[config.mk]
export PLATFORM = sky130hd
export DESIGN_NAME = midi_note_framer_flat
export DESIGN_NICKNAME = d
export VERILOG_FILES = /design/src/rtl/midi_pkg.sv /design/src/rtl/midi_note_framer_if.sv /design/src/rtl/btn_debounce.sv /design/src/rtl/midi_note_framer.sv /design/src/flat_wrapper.sv
export SDC_FILE = /design/constraint.sdc
export NUM_CORES = 1
export LEC_CHECK = 0
export CAP_MARGIN = 10
export CORE_ASPECT_RATIO = 0.5
export CORE_MARGIN = 2
export CORE_UTILIZATION = 60
export CTS_BUF_LIST = sky130_fd_sc_hd__clkbuf_16
export DETAILED_ROUTE_END_ITERATION = 16
export GPL_TIMING_DRIVEN = 0
export PLACE_DENSITY = 0.83
export SETUP_SLACK_MARGIN = 0.15
export SLEW_MARGIN = 20
export SYNTH_ARGS = -nofsm -noshare
export SYNTH_HDL_FRONTEND = slang
export SYNTH_SLANG_ARGS = --single-unit
[constraint.sdc]
create_clock -name clk -period 5.3 [get_ports clk]
set_input_delay 1.06 -clock clk [delete_from_list [all_inputs] [get_ports clk]]
set_output_delay 1.06 -clock clk [all_outputs]
set_load 0.05 [all_outputs]
[src/rtl/midi_pkg.sv]
// Shared constants, FSM encoding and arbitration helper for the MIDI note framer.
package midi_pkg;

  localparam logic [7:0] MIDI_NOTE_ON  = 8'h90;
  localparam logic [7:0] MIDI_NOTE_OFF = 8'h80;
  localparam logic [7:0] NOTE_OFF_VEL  = 8'h40;
  localparam int         NUM_BTN       = 4;

  typedef enum logic [1:0] {IDLE, STATUS, NOTE, VEL} framer_state_t;

  // Lowest set bit wins, so button 0 has the highest priority.
  function automatic logic [1:0] lowest_set(input logic [NUM_BTN-1:0] v);
    lowest_set = 2'd0;
    for (int i = NUM_BTN - 1; i >= 0; i--) begin
      if (v[i]) lowest_set = 2'(i);
    end
  endfunction

endpackage

[src/rtl/midi_note_framer_if.sv]
// Byte-wide valid/ready link from the framer to the MIDI UART serializer.
interface midi_note_framer_if;
    logic [7:0] tx_data;
    logic       tx_valid;
    logic       tx_ready;

    modport master (output tx_data, output tx_valid, input tx_ready);
    modport slave  (input tx_data, input tx_valid, output tx_ready);
endinterface

[src/rtl/btn_debounce.sv]
// Two-flop synchroniser plus counter debouncer for one push button.
module btn_debounce #(
    parameter int DEBOUNCE_CNT = 16
) (
    input  logic clk,
    input  logic rst,
    input  logic raw,
    output logic stable,
    output logic toggle
);
    localparam int CW = $clog2(DEBOUNCE_CNT);

    logic          r_sync1;
    logic          r_sync2;
    logic          r_stable;
    logic          r_toggle;
    logic [CW-1:0] r_cnt;

    if (DEBOUNCE_CNT < 2) begin : g_bad_cnt
        $error("btn_debounce: DEBOUNCE_CNT must be at least 2");
    end

    // NOTE: non-blocking assignments so every flop samples pre-edge values regardless of statement order.
    always_ff @(posedge clk or negedge rst) begin
        if (!rst) begin
            r_sync1  <= 1'b0;
            r_sync2  <= 1'b0;
            r_stable <= 1'b0;
            r_toggle <= 1'b0;
            r_cnt    <= '0;
        end else begin
            r_sync1  <= raw;
            r_sync2  <= r_sync1;
            r_toggle <= 1'b0;
            if (r_sync2 == r_stable) begin
                r_cnt <= '0;
            end else if (r_cnt == CW'(DEBOUNCE_CNT - 1)) begin
                r_stable <= ~r_stable;
                r_toggle <= 1'b1;
                r_cnt    <= '0;
            end else begin
                r_cnt <= r_cnt + 1'b1;
            end
        end
    end

    assign stable = r_stable;
    assign toggle = r_toggle;
endmodule

[src/rtl/midi_note_framer.sv]
// Debounced buttons -> pending flags -> 3-byte MIDI Note On/Off messages over valid/ready.
module midi_note_framer
    import midi_pkg::*;
#(
    parameter int DEBOUNCE_CNT = 16,
    parameter int CHANNEL      = 0,
    parameter int NOTE_BASE    = 60,
    parameter int VELOCITY     = 100
) (
    input  logic                   clk,
    input  logic                   rst,
    input  logic [NUM_BTN-1:0]     btn,
    midi_note_framer_if.master     tx,
    output logic [NUM_BTN-1:0]     held,
    output logic                   led_active,
    output logic                   led_busy
);
    if (NOTE_BASE > 124) begin : g_bad_note
        $error("midi_note_framer: NOTE_BASE must be <= 124");
    end
    if (CHANNEL > 15) begin : g_bad_chan
        $error("midi_note_framer: CHANNEL must be 0..15");
    end

    logic [NUM_BTN-1:0] w_held;
    logic [NUM_BTN-1:0] w_toggle;
    logic [NUM_BTN-1:0] w_pend_next;
    logic [1:0]         w_sel;
    logic               w_dispatch;
    logic               w_accept;
    logic [7:0]         w_status_byte;
    logic [7:0]         w_note_byte;
    logic [7:0]         w_vel_byte;

    logic [NUM_BTN-1:0] r_pend;
    framer_state_t      r_state;
    logic               r_on;
    logic [1:0]         r_idx;
    logic [7:0]         r_tx_data;
    logic               r_tx_valid;

    for (genvar g = 0; g < NUM_BTN; g++) begin : g_btn
        btn_debounce #(.DEBOUNCE_CNT(DEBOUNCE_CNT)) u_debounce (
            .clk    (clk),
            .rst    (rst),
            .raw    (btn[g]),
            .stable (w_held[g]),
            .toggle (w_toggle[g])
        );
    end

    assign w_sel         = lowest_set(r_pend);
    assign w_dispatch    = (r_state == IDLE) && (|r_pend);
    assign w_accept      = r_tx_valid && tx.tx_ready;
    assign w_status_byte = (w_held[w_sel] ? MIDI_NOTE_ON : MIDI_NOTE_OFF) | {4'h0, 4'(CHANNEL)};
    assign w_note_byte   = {1'b0, 7'(NOTE_BASE + int'(r_idx))};
    assign w_vel_byte    = r_on ? {1'b0, 7'(VELOCITY)} : NOTE_OFF_VEL;

    // A press+release pair cancels in the flag; a toggle landing on the dispatch cycle keeps the flag set.
    // NOTE: default assignment first so every path drives w_pend_next and no latch is inferred.
    always_comb begin
        w_pend_next = r_pend ^ w_toggle;
        if (w_dispatch) w_pend_next[w_sel] = w_toggle[w_sel];
    end

    always_ff @(posedge clk or negedge rst) begin
        if (!rst) begin
            r_pend     <= '0;
            r_state    <= IDLE;
            r_on       <= 1'b0;
            r_idx      <= 2'd0;
            r_tx_data  <= 8'h00;
            r_tx_valid <= 1'b0;
        end else begin
            r_pend <= w_pend_next;
            case (r_state)
                IDLE: begin
                    if (w_dispatch) begin
                        r_on       <= w_held[w_sel];
                        r_idx      <= w_sel;
                        r_tx_data  <= w_status_byte;
                        r_tx_valid <= 1'b1;
                        r_state    <= STATUS;
                    end else begin
                        r_tx_valid <= 1'b0;
                    end
                end
                STATUS: if (w_accept) begin
                    r_tx_data <= w_note_byte;
                    r_state   <= NOTE;
                end
                NOTE: if (w_accept) begin
                    r_tx_data <= w_vel_byte;
                    r_state   <= VEL;
                end
                VEL: if (w_accept) begin
                    r_tx_valid <= 1'b0;
                    r_state    <= IDLE;
                end
                default: r_state <= IDLE;
            endcase
        end
    end

    assign tx.tx_data  = r_tx_data;
    assign tx.tx_valid = r_tx_valid;
    assign held        = w_held;
    assign led_active  = |w_held;
    assign led_busy    = (r_state != IDLE);
endmodule
[src/flat_wrapper.sv]
// flat-port wrapper written by rule: the top's interface ports become plain ports
module midi_note_framer_flat import midi_pkg::*;
#(
    parameter int DEBOUNCE_CNT = 16,
    parameter int CHANNEL      = 0,
    parameter int NOTE_BASE    = 60,
    parameter int VELOCITY     = 100
)
  (clk, rst, btn, held, led_active, led_busy, tx_tx_data, tx_tx_valid, tx_tx_ready);
  midi_note_framer_if tx_i ();
  input  logic clk;
  input  logic rst;
  input  logic [NUM_BTN-1:0] btn;
  output logic [NUM_BTN-1:0] held;
  output logic led_active;
  output logic led_busy;
  output wire logic [$bits(tx_i.tx_data)-1:0] tx_tx_data;
  output wire logic [$bits(tx_i.tx_valid)-1:0] tx_tx_valid;
  input wire logic [$bits(tx_i.tx_ready)-1:0] tx_tx_ready;
  assign tx_tx_data = tx_i.tx_data;
  assign tx_tx_valid = tx_i.tx_valid;
  assign tx_i.tx_ready = tx_tx_ready;
  midi_note_framer #(.DEBOUNCE_CNT(DEBOUNCE_CNT), .CHANNEL(CHANNEL), .NOTE_BASE(NOTE_BASE), .VELOCITY(VELOCITY)) u_core (.clk(clk), .rst(rst), .btn(btn), .tx(tx_i), .held(held), .led_active(led_active), .led_busy(led_busy));
endmodule
==> flow_summary.toml, run 1 <==
[placement]
place_inst = 258
gp_congestion = 0.843
hpwl_um = 2560
port_buffers = 21
place_area_um2 = 2440
place_ws_ps = 2460

[die]
io_pins = 22
initial_core_util = 0.626
die_h_um = 46.3
coreArea_um2 = 3430
die_area_um2 = 4100
die_w_um = 88.6
rows = 15

[critical_path]
arrival_ps = 2100
timing.rr.start = "u_core.r_state[1]"
crit_type = "flip-flop to primary output"
required_ps = 4240
cp-end-kind = "primary output"
cp_max_fo = 7
crit_path_start = "u_core.r_state[0]"
startpoint_type = "flip-flop"

[yosys]
yosys_warnings = 0
synth_area_leaders = "dfrtp_1, ha_1, xnor2_1"
yosys_register_bits = 49
syn_avg_cell_area_um2 = 11.6
yosysTopAreaCellShare = 0.571
syn_area_um2 = 2150
synth-seq-area-share = 0.571
synth_cells = 185
yosysTopAreaCell = "dfrtp_1"
synth_nets = 201
ys_types = 34

[drt]
num_vias = 1415
drt_first_pass_iters = 4
drt-wirelength-per-cell_um = 13.3
vias_per_cell = 5.32
wl_met3_um = 131
routed_wl_um = 3550
route.met2.wl_um = 1660
top_layer = "met4"
drc = 0
drtAntennaViolNets = 0
first_iter_violations = 57
met1Wirelength_um = 1720

[cts]
cts_setup_buffers = 0
cts_buffers = 5
clkTransAtPathRegs_ps = 60
cts_resized = 0
cts_tree = "built"
root_buffer = "clkbuf_16"
htree_levels = 2
clk_latency_ps = 290
holdBufCountCts = 0
numClockSinks = 49
cts.path.max_buffers = 2

[min_path]
hp-class = "flip-flop to flip-flop"
min-delay-start = "u_core.g_btn[3].u_debounce.r_sync1"

[final_layout]
layout-drive-gt1-share = 0.126
final_cell_mix = "dfrtp_1, clkdlybuf4s50_1, nor2_1"
nets = 230
multiInputGateArea_um2 = 815
layout.cells.most_common = "dfrtp_1"
n_antenna_cell = 0
final_area_um2 = 2580
fill_cells = 248
postLayoutCoreUtil = 0.752
area_delta_synth_final_pct = 20.3
ff_latch_area_um2 = 1230
fin_cells = 266

[sta]
whs_ps = 359
worst_pin_slew_ps = 505
max_freq_mhz = 316
slew_violations = 0
setup_tns_ps = 0
fin_ws_ps = 2140
setup_viol_count_final = 0
rsz0062_at_grt = "false"
finalHoldViolCount = 0
finClkSkew_ps = 7.08
slew_headroom = 0.662
fin_crit_sh = 0.597
fin_crit_ps = 3160

[power]
peakVddDrop_v = 0.000225
p_leak_nw = 1.15
cellPowerDensity_nw_per_um2 = 440
total_power_mw = 1.14

[outcome]
status = "finished, final reports clean"

[global_routing]
grt_start_max_net_pins = 30
antenna_found_initial = 0
overflow = 0
grt_pass1_wl_um = 5890
grt_util_all_layers = 0.199
grt_pass1_vias = 1343

[run]
maxCapViolCount = 0
==> path summary, 6_finish.rpt <==
check,end,slack (ps),depth (start not counted)
min reg2reg,u_core.g_btn[3].u_debounce.r_sync2,360,0
max reg2reg,u_core.tx.tx_data[4],3190,7
max,led_busy,2140,4
max in group asynchronous,u_core.r_idx[1],4060,2
min in group asynchronous,u_core.g_btn[3].u_debounce.r_cnt[1],730,1
min,u_core.g_btn[3].u_debounce.r_sync2,360,0
==> worst max-delay path: stages (launching register included) <==
cell and delay [ps]:
dfrtp_1 410, inv_1 100, ha_1 290, inv_1 190, clkdlybuf4s50_1 830
==> cell families (layout without fill, tap and decap cells) <==
group                    after synthesis  after routing  share of synthesized area
flip-flops                            49             49                      0.571
AO/OA/AOI/OAI                         38             38                      0.115
AND/OR/NAND/NOR                       51             51                      0.126
adder cells (fa/ha/maj)                9              9                     0.0524
multiplexers                           8              8                     0.0408
XOR/XNOR                              11             11                     0.0448
buffers and inverters                 19             49                     0.0501
==> sequential cells by signal, indices dropped and copies added, names as in the netlist <==
signal and count:
u_core.g_btn.u_debounce.r_cnt 16, u_core.tx.tx_data 7, u_core.g_btn.u_debounce.r_sync1 4, u_core.g_btn.u_debounce.r_sync2 4
u_core.g_btn.u_debounce.stable 4, u_core.g_btn.u_debounce.toggle 4, u_core.r_pend 4, u_core.r_idx 2
u_core.r_state 2, u_core.r_on 1, u_core.tx.tx_valid 1
==> power breakdown <==
part           switching [mW]  internal, mW
clock                   0.136         0.176
combinational           0.232         0.154
sequential             0.0261         0.411
==> per-layer routing <==
metal | global-route usage | vias up
met1 | 0.265 | 687
met2 | 0.316 | 30
li1 | - | 694
met3 | 0.0538 | 4
met5 | 0 | -
met4 | 0.0818 | 0
==> cell usage after synthesis <==
cell type / instances
dfrtp_1: 49
nor2_1: 14
nand2_1: 13
o21ai_0: 13
a21oi_1: 11
xnor2_1: 11
inv_1: 10
ha_1: 9
mux2_2: 6
nor2b_1: 6
buf_4: 5
nand3_1: 4
nand4b_1: 4
nor3b_1: 4
buf_2: 2
buf_6: 2
mux2i_1: 2
nand2b_1: 2
o211ai_1: 2
o31ai_1: 2
a211oi_1: 1
a21oi_2: 1
a221oi_1: 1
a22o_1: 1
nand3b_1: 1
nor3_1: 1
o211ai_4: 1
o21a_1: 1
o2bb2ai_1: 1
o311ai_0: 1
o31a_1: 1
o41ai_1: 1
or4_1: 1
or4b_4: 1
==> final cells by class <==
type                            instances  area share
Timing Repair Buffer                   22      0.0872
Multi-Input combinational cell        117       0.315
Clock inverter                          3     0.00823
Sequential cell                        49       0.475
Inverter                               10      0.0145
Clock buffer                            5      0.0484
Tap cell                               51      0.0247
Buffer                                  9      0.0271
No activity file was read; power rests on OpenSTA's default activity.
==> inputs of run 2 (changes only) <==
--- a/config.mk
+++ b/config.mk
@@ -8,11 +8,11 @@
 export CAP_MARGIN = 10
 export CORE_ASPECT_RATIO = 0.5
 export CORE_MARGIN = 2
-export CORE_UTILIZATION = 60
+export CORE_UTILIZATION = 50
 export CTS_BUF_LIST = sky130_fd_sc_hd__clkbuf_16
 export DETAILED_ROUTE_END_ITERATION = 16
 export GPL_TIMING_DRIVEN = 0
-export PLACE_DENSITY = 0.83
+export PLACE_DENSITY = 0.73
 export SETUP_SLACK_MARGIN = 0.15
 export SLEW_MARGIN = 20
 export SYNTH_ARGS = -nofsm -noshare
==> constraint.sdc (replaced) <==
create_clock -name clk -period 2.6 [get_ports clk]
set_input_delay 0.52 -clock clk [delete_from_list [all_inputs] [get_ports clk]]
set_output_delay 0.52 -clock clk [all_outputs]
set_load 0.05 [all_outputs]
==> flow_summary.toml, run 2 (same netlist as run 1, synthesis figures left out) <==
[critical_path]
crit_chain = "inv_1, ha_1, inv_1, clkdlybuf4s15_1"
required_ps = 2080
worstPathBufferInverterCount = 3
reg2reg_depth = 7
cpLargestDelayFamily = "buffers and inverters"
cp_common_cell = "inv_1"
startpoint_type = "flip-flop"
arrival_ps = 1790
cp.depth = 4
critPathSlowestCell = "clkdlybuf4s15_1"
cp-end-kind = "primary output"
r2r_slack_ps = 500
cp_max_fo = 7
crit_type = "flip-flop to primary output"
slowest_delay_ps = 520

[drt]
num_vias = 1402
drtAntennaViolNets = 0
vias_per_cell = 5.21
first_iter_violations = 60
drt-wirelength-per-cell_um = 13.3
drt_first_pass_iters = 5
routed_wl_um = 3580
drc = 0

[power]
p_leak_nw = 1.15
total_power_mw = 2.31
swShare = 0.349
p_seq_frac = 0.385
p_switching_mw = 0.805
internal_power_mw = 1.50
cellPowerDensity_nw_per_um2 = 893
power_frac_comb = 0.345
peakVddDrop_v = 0.000343
p_clk_frac = 0.270

[sta]
rsz0062_at_grt = "false"
fin_ws_ps = 291
slew_headroom = 0.647
finalHoldViolCount = 0
setup_tns_ps = 0
fin_crit_sh = 0.888
whs_ps = 191
slew_violations = 0
setup_viol_count_final = 0
max_freq_mhz = 433
worst_pin_slew_ps = 522
finClkSkew_ps = 3.77
fin_crit_ps = 2310

[cts]
clkTransAtPathRegs_ps = 60
cts_tree = "built"
cts_setup_buffers = 0
cts_buffers = 5
cts.path.max_buffers = 2
clk_latency_ps = 290
htree_levels = 2
numClockSinks = 49
root_buffer = "clkbuf_16"

[die]
die_h_um = 50.4
die_area_um2 = 4870
io_pins = 22
coreArea_um2 = 4000
initial_core_util = 0.537
die_w_um = 96.7
rows = 16

[final_layout]
multiInputGateArea_um2 = 815
postLayoutCoreUtil = 0.645
layout-drive-gt1-share = 0.130
ff_latch_area_um2 = 1230
regMostFlops = "u_core.g_btn.u_debounce.r_cnt"
final_cell_mix = "dfrtp_1, clkdlybuf4s50_1, nor2_1"
final_area_um2 = 2580
area_delta_synth_final_pct = 20.2
largest_reg_flops = 16
nets = 230
fill_cells = 313
fin_cells = 269
n_antenna_cell = 0
layout.cells.most_common = "dfrtp_1"

[min_path]
hp-class = "primary input to async pin"

[placement]
port_buffers = 21
place_ws_ps = 293
place_inst = 261
gp_congestion = 0.759
hpwl_um = 2590
place_area_um2 = 2440

[global_routing]
grt_start_max_net_pins = 30
grt_pass1_wl_um = 6310
grt_util_all_layers = 0.170
antenna_found_initial = 0
grt_pass1_vias = 1372
overflow = 0

[outcome]
status = "finished, final reports clean"

[run]
maxCapViolCount = 0
-- run 2: what timing repair did --
item / in CTS / in global routing
gates cloned: 0 / 0
resized for setup: 2 / 1
hold buffers: 0 / 0
endpoints found under the setup margin: 2 / 1
-- run 2: cell type report --
cell class | instances | area share
inverters | 10 | 0.0145
well taps | 54 | 0.0262
flip-flops and latches | 49 | 0.475
plain buffers | 9 | 0.0271
multi-input cells | 117 | 0.315
repair buffers | 22 | 0.0867
clock buffers | 5 | 0.0484
clock inverters | 3 | 0.00678
-- run 2: path summary, 6_finish.rpt --
kind | from | end
worst min register to register | u_core.g_btn[0].u_debounce.r_sync1 | u_core.g_btn[0].u_debounce.r_sync2
min in group clk | u_core.g_btn[0].u_debounce.r_sync1 | u_core.g_btn[0].u_debounce.r_sync2
worst min-delay path | rst | u_core.g_btn[3].u_debounce.r_cnt[1]
max in group asynchronous | rst | u_core.r_idx[1]
worst max-delay path | u_core.r_state[0] | led_busy
worst max register to register | u_core.r_state[1] | u_core.tx.tx_data[4]
-- run 2: power groups by stage --
| stage | Clock [mW] | Sequential (mW) | Combinational, mW |
|---|---|---|---|
| detailed placement | 0 | 0.905 | 0.805 |
| CTS | 0.638 | 0.890 | 0.801 |
| finish | 0.622 | 0.889 | 0.795 |
| floorplan | 0 | 1.01 | 0.479 |
| global placement | 0 | 0.900 | 0.781 |
| global route | 0.671 | 0.903 | 0.867 |
-- run 2: routing by layer --
metal	track usage	wire, um	up-vias
li1	-	-	700
met1	0.209	1720	668
met2	0.275	1620	28
met3	0.0669	182	6
met4	0.0634	58	0
met5	0	0	-
==> inputs of run 3 (changes only) <==
--- a/config.mk
+++ b/config.mk
@@ -8,11 +8,12 @@
 export CAP_MARGIN = 10
 export CORE_ASPECT_RATIO = 0.5
 export CORE_MARGIN = 2
-export CORE_UTILIZATION = 50
-export CTS_BUF_LIST = sky130_fd_sc_hd__clkbuf_16
+export CORE_UTILIZATION = 52
+export CTS_BUF_LIST = sky130_fd_sc_hd__clkbuf_4
+export CTS_CLUSTER_SIZE = 24
 export DETAILED_ROUTE_END_ITERATION = 16
 export GPL_TIMING_DRIVEN = 0
-export PLACE_DENSITY = 0.73
+export PLACE_DENSITY = 0.76
 export SETUP_SLACK_MARGIN = 0.15
 export SLEW_MARGIN = 20
 export SYNTH_ARGS = -nofsm -noshare
==> flow_summary.toml, run 3 (same netlist as run 1, synthesis figures left out) <==
[die]
initial_core_util = 0.548
coreArea_um2 = 3920
die_w_um = 94.9
die_area_um2 = 4690
rows = 16
io_pins = 22
die_h_um = 49.5

[final_layout]
largest_reg_flops = 16
postLayoutCoreUtil = 0.636
area_delta_synth_final_pct = 16.1
nets = 230
fin_cells = 269
final_cell_mix = "dfrtp_1, clkdlybuf4s50_1, nor2_1"
final_area_um2 = 2490
n_antenna_cell = 0
regMostFlops = "u_core.g_btn.u_debounce.r_cnt"
layout-drive-gt1-share = 0.135
layout.cells.most_common = "dfrtp_1"

[sta]
finalHoldViolCount = 0
worst_pin_slew_ps = 515
fin_ws_ps = 244
whs_ps = 93.8
fin_crit_ps = 2360
fin_crit_sh = 0.906
slew_violations = 0
setup_tns_ps = 0
max_freq_mhz = 425
finClkSkew_ps = 6.71
rsz0062_at_grt = "false"
slew_headroom = 0.652
setup_viol_count_final = 0

[cts]
root_buffer = "clkbuf_4"
cts_tree = "built"
htree_levels = 2
cts_buffers = 5
holdBufCountCts = 0
clkTransAtPathRegs_ps = 140
numClockSinks = 49
clk_latency_ps = 370
cts.path.max_buffers = 2

[critical_path]
cp_max_fo = 5
critPathSlowestCell = "or4_1"
timing.rr.start = "u_core.r_state[1]"
startpoint_type = "flip-flop"
crit_chain = "or4_1, dlygate4sd2_1"
reg2reg_depth = 7
required_ps = 2080
crit_type = "flip-flop to primary output"
r2r_slack_ps = 500
arrival_ps = 1840
worstPathBufferInverterCount = 1
r2r_end = "u_core.tx.tx_data[4]"
cpLargestDelayFamily = "simple AND/OR/NAND/NOR gates"
slowest_delay_ps = 550
cp-end-kind = "primary output"
crit_path_start = "u_core.g_btn[0].u_debounce.stable"

[global_routing]
grt_pass1_vias = 1368
grt_pass1_wl_um = 6310
grt_util_all_layers = 0.181
overflow = 0
antenna_found_initial = 0
grt_start_max_net_pins = 30

[power]
peakVddDrop_v = 0.000312
swShare = 0.379
power_frac_comb = 0.384
total_power_mw = 2.03
internal_power_mw = 1.26
p_leak_nw = 1.12
p_switching_mw = 0.771
cellPowerDensity_nw_per_um2 = 815
p_clk_frac = 0.178
p_seq_frac = 0.439

[min_path]
hp-class = "primary input to async pin"

[drt]
drc = 0
routed_wl_um = 3620
num_vias = 1413
first_iter_violations = 30
vias_per_cell = 5.25
drtAntennaViolNets = 0
drt-wirelength-per-cell_um = 13.4
drt_first_pass_iters = 4

[placement]
hpwl_um = 2600
gp_congestion = 0.817
place_ws_ps = 309
place_inst = 261
place_area_um2 = 2440
port_buffers = 21

[run]
maxCapViolCount = 0

[outcome]
status = "finished, final reports clean"
-- run 3: changes by cell type in the layout (fill, tap and decap cells not counted), sizes merged --
cell and change:
clkbuf +2, clkdlybuf4s15 -1, clkinv -1, clkinvlp -1
inv +1
-- run 3: routing by layer --
layer / wire, um / vias to the layer above / global-route usage
met5: 0 / - / 0
met4: 80 / 0 / 0.0797
met3: 169 / 8 / 0.0489
met2: 1740 / 22 / 0.305
met1: 1630 / 687 / 0.219
li1: - / 696 / -
-- run 3: worst max-delay path by stage --
stage                                       to  slack [ps]  cells after the start
after floorplan           u_core.tx.tx_data[4]         690                      7
after global placement    u_core.tx.tx_data[1]        -290                      1
after detailed placement              led_busy         310                      4
after CTS                             led_busy         160                      4
after global routing                led_active         180                      2
final                               led_active         240                      2
-- run 3: final cells by class --
class / count / area, um^2
Buffer: 9 / 70.1
Clock buffer: 6 / 45.0
Clock inverter: 2 / 13.8
Fill cell: 308 / 1430
Inverter: 10 / 37.5
Multi-Input combinational cell: 117 / 815
Sequential cell: 49 / 1230
Tap cell: 54 / 67.6
Timing Repair Buffer: 22 / 219
-- run 3: power by group through the flow --
stage / Sequential (mW) / Clock, mW / Combinational (mW)
6_report: 0.892 / 0.361 / 0.780
2_1_floorplan: 1.01 / 0 / 0.479
5_1_grt: 0.904 / 0.406 / 0.856
3_5_place_dp: 0.907 / 0 / 0.797
4_1_cts: 0.893 / 0.375 / 0.792
3_3_place_gp: 0.900 / 0 / 0.782
-- run 3: repair_timing --
action,CTS,global route
resized for setup,2,2
endpoints found under the setup margin,2,1
setup buffers,0,0
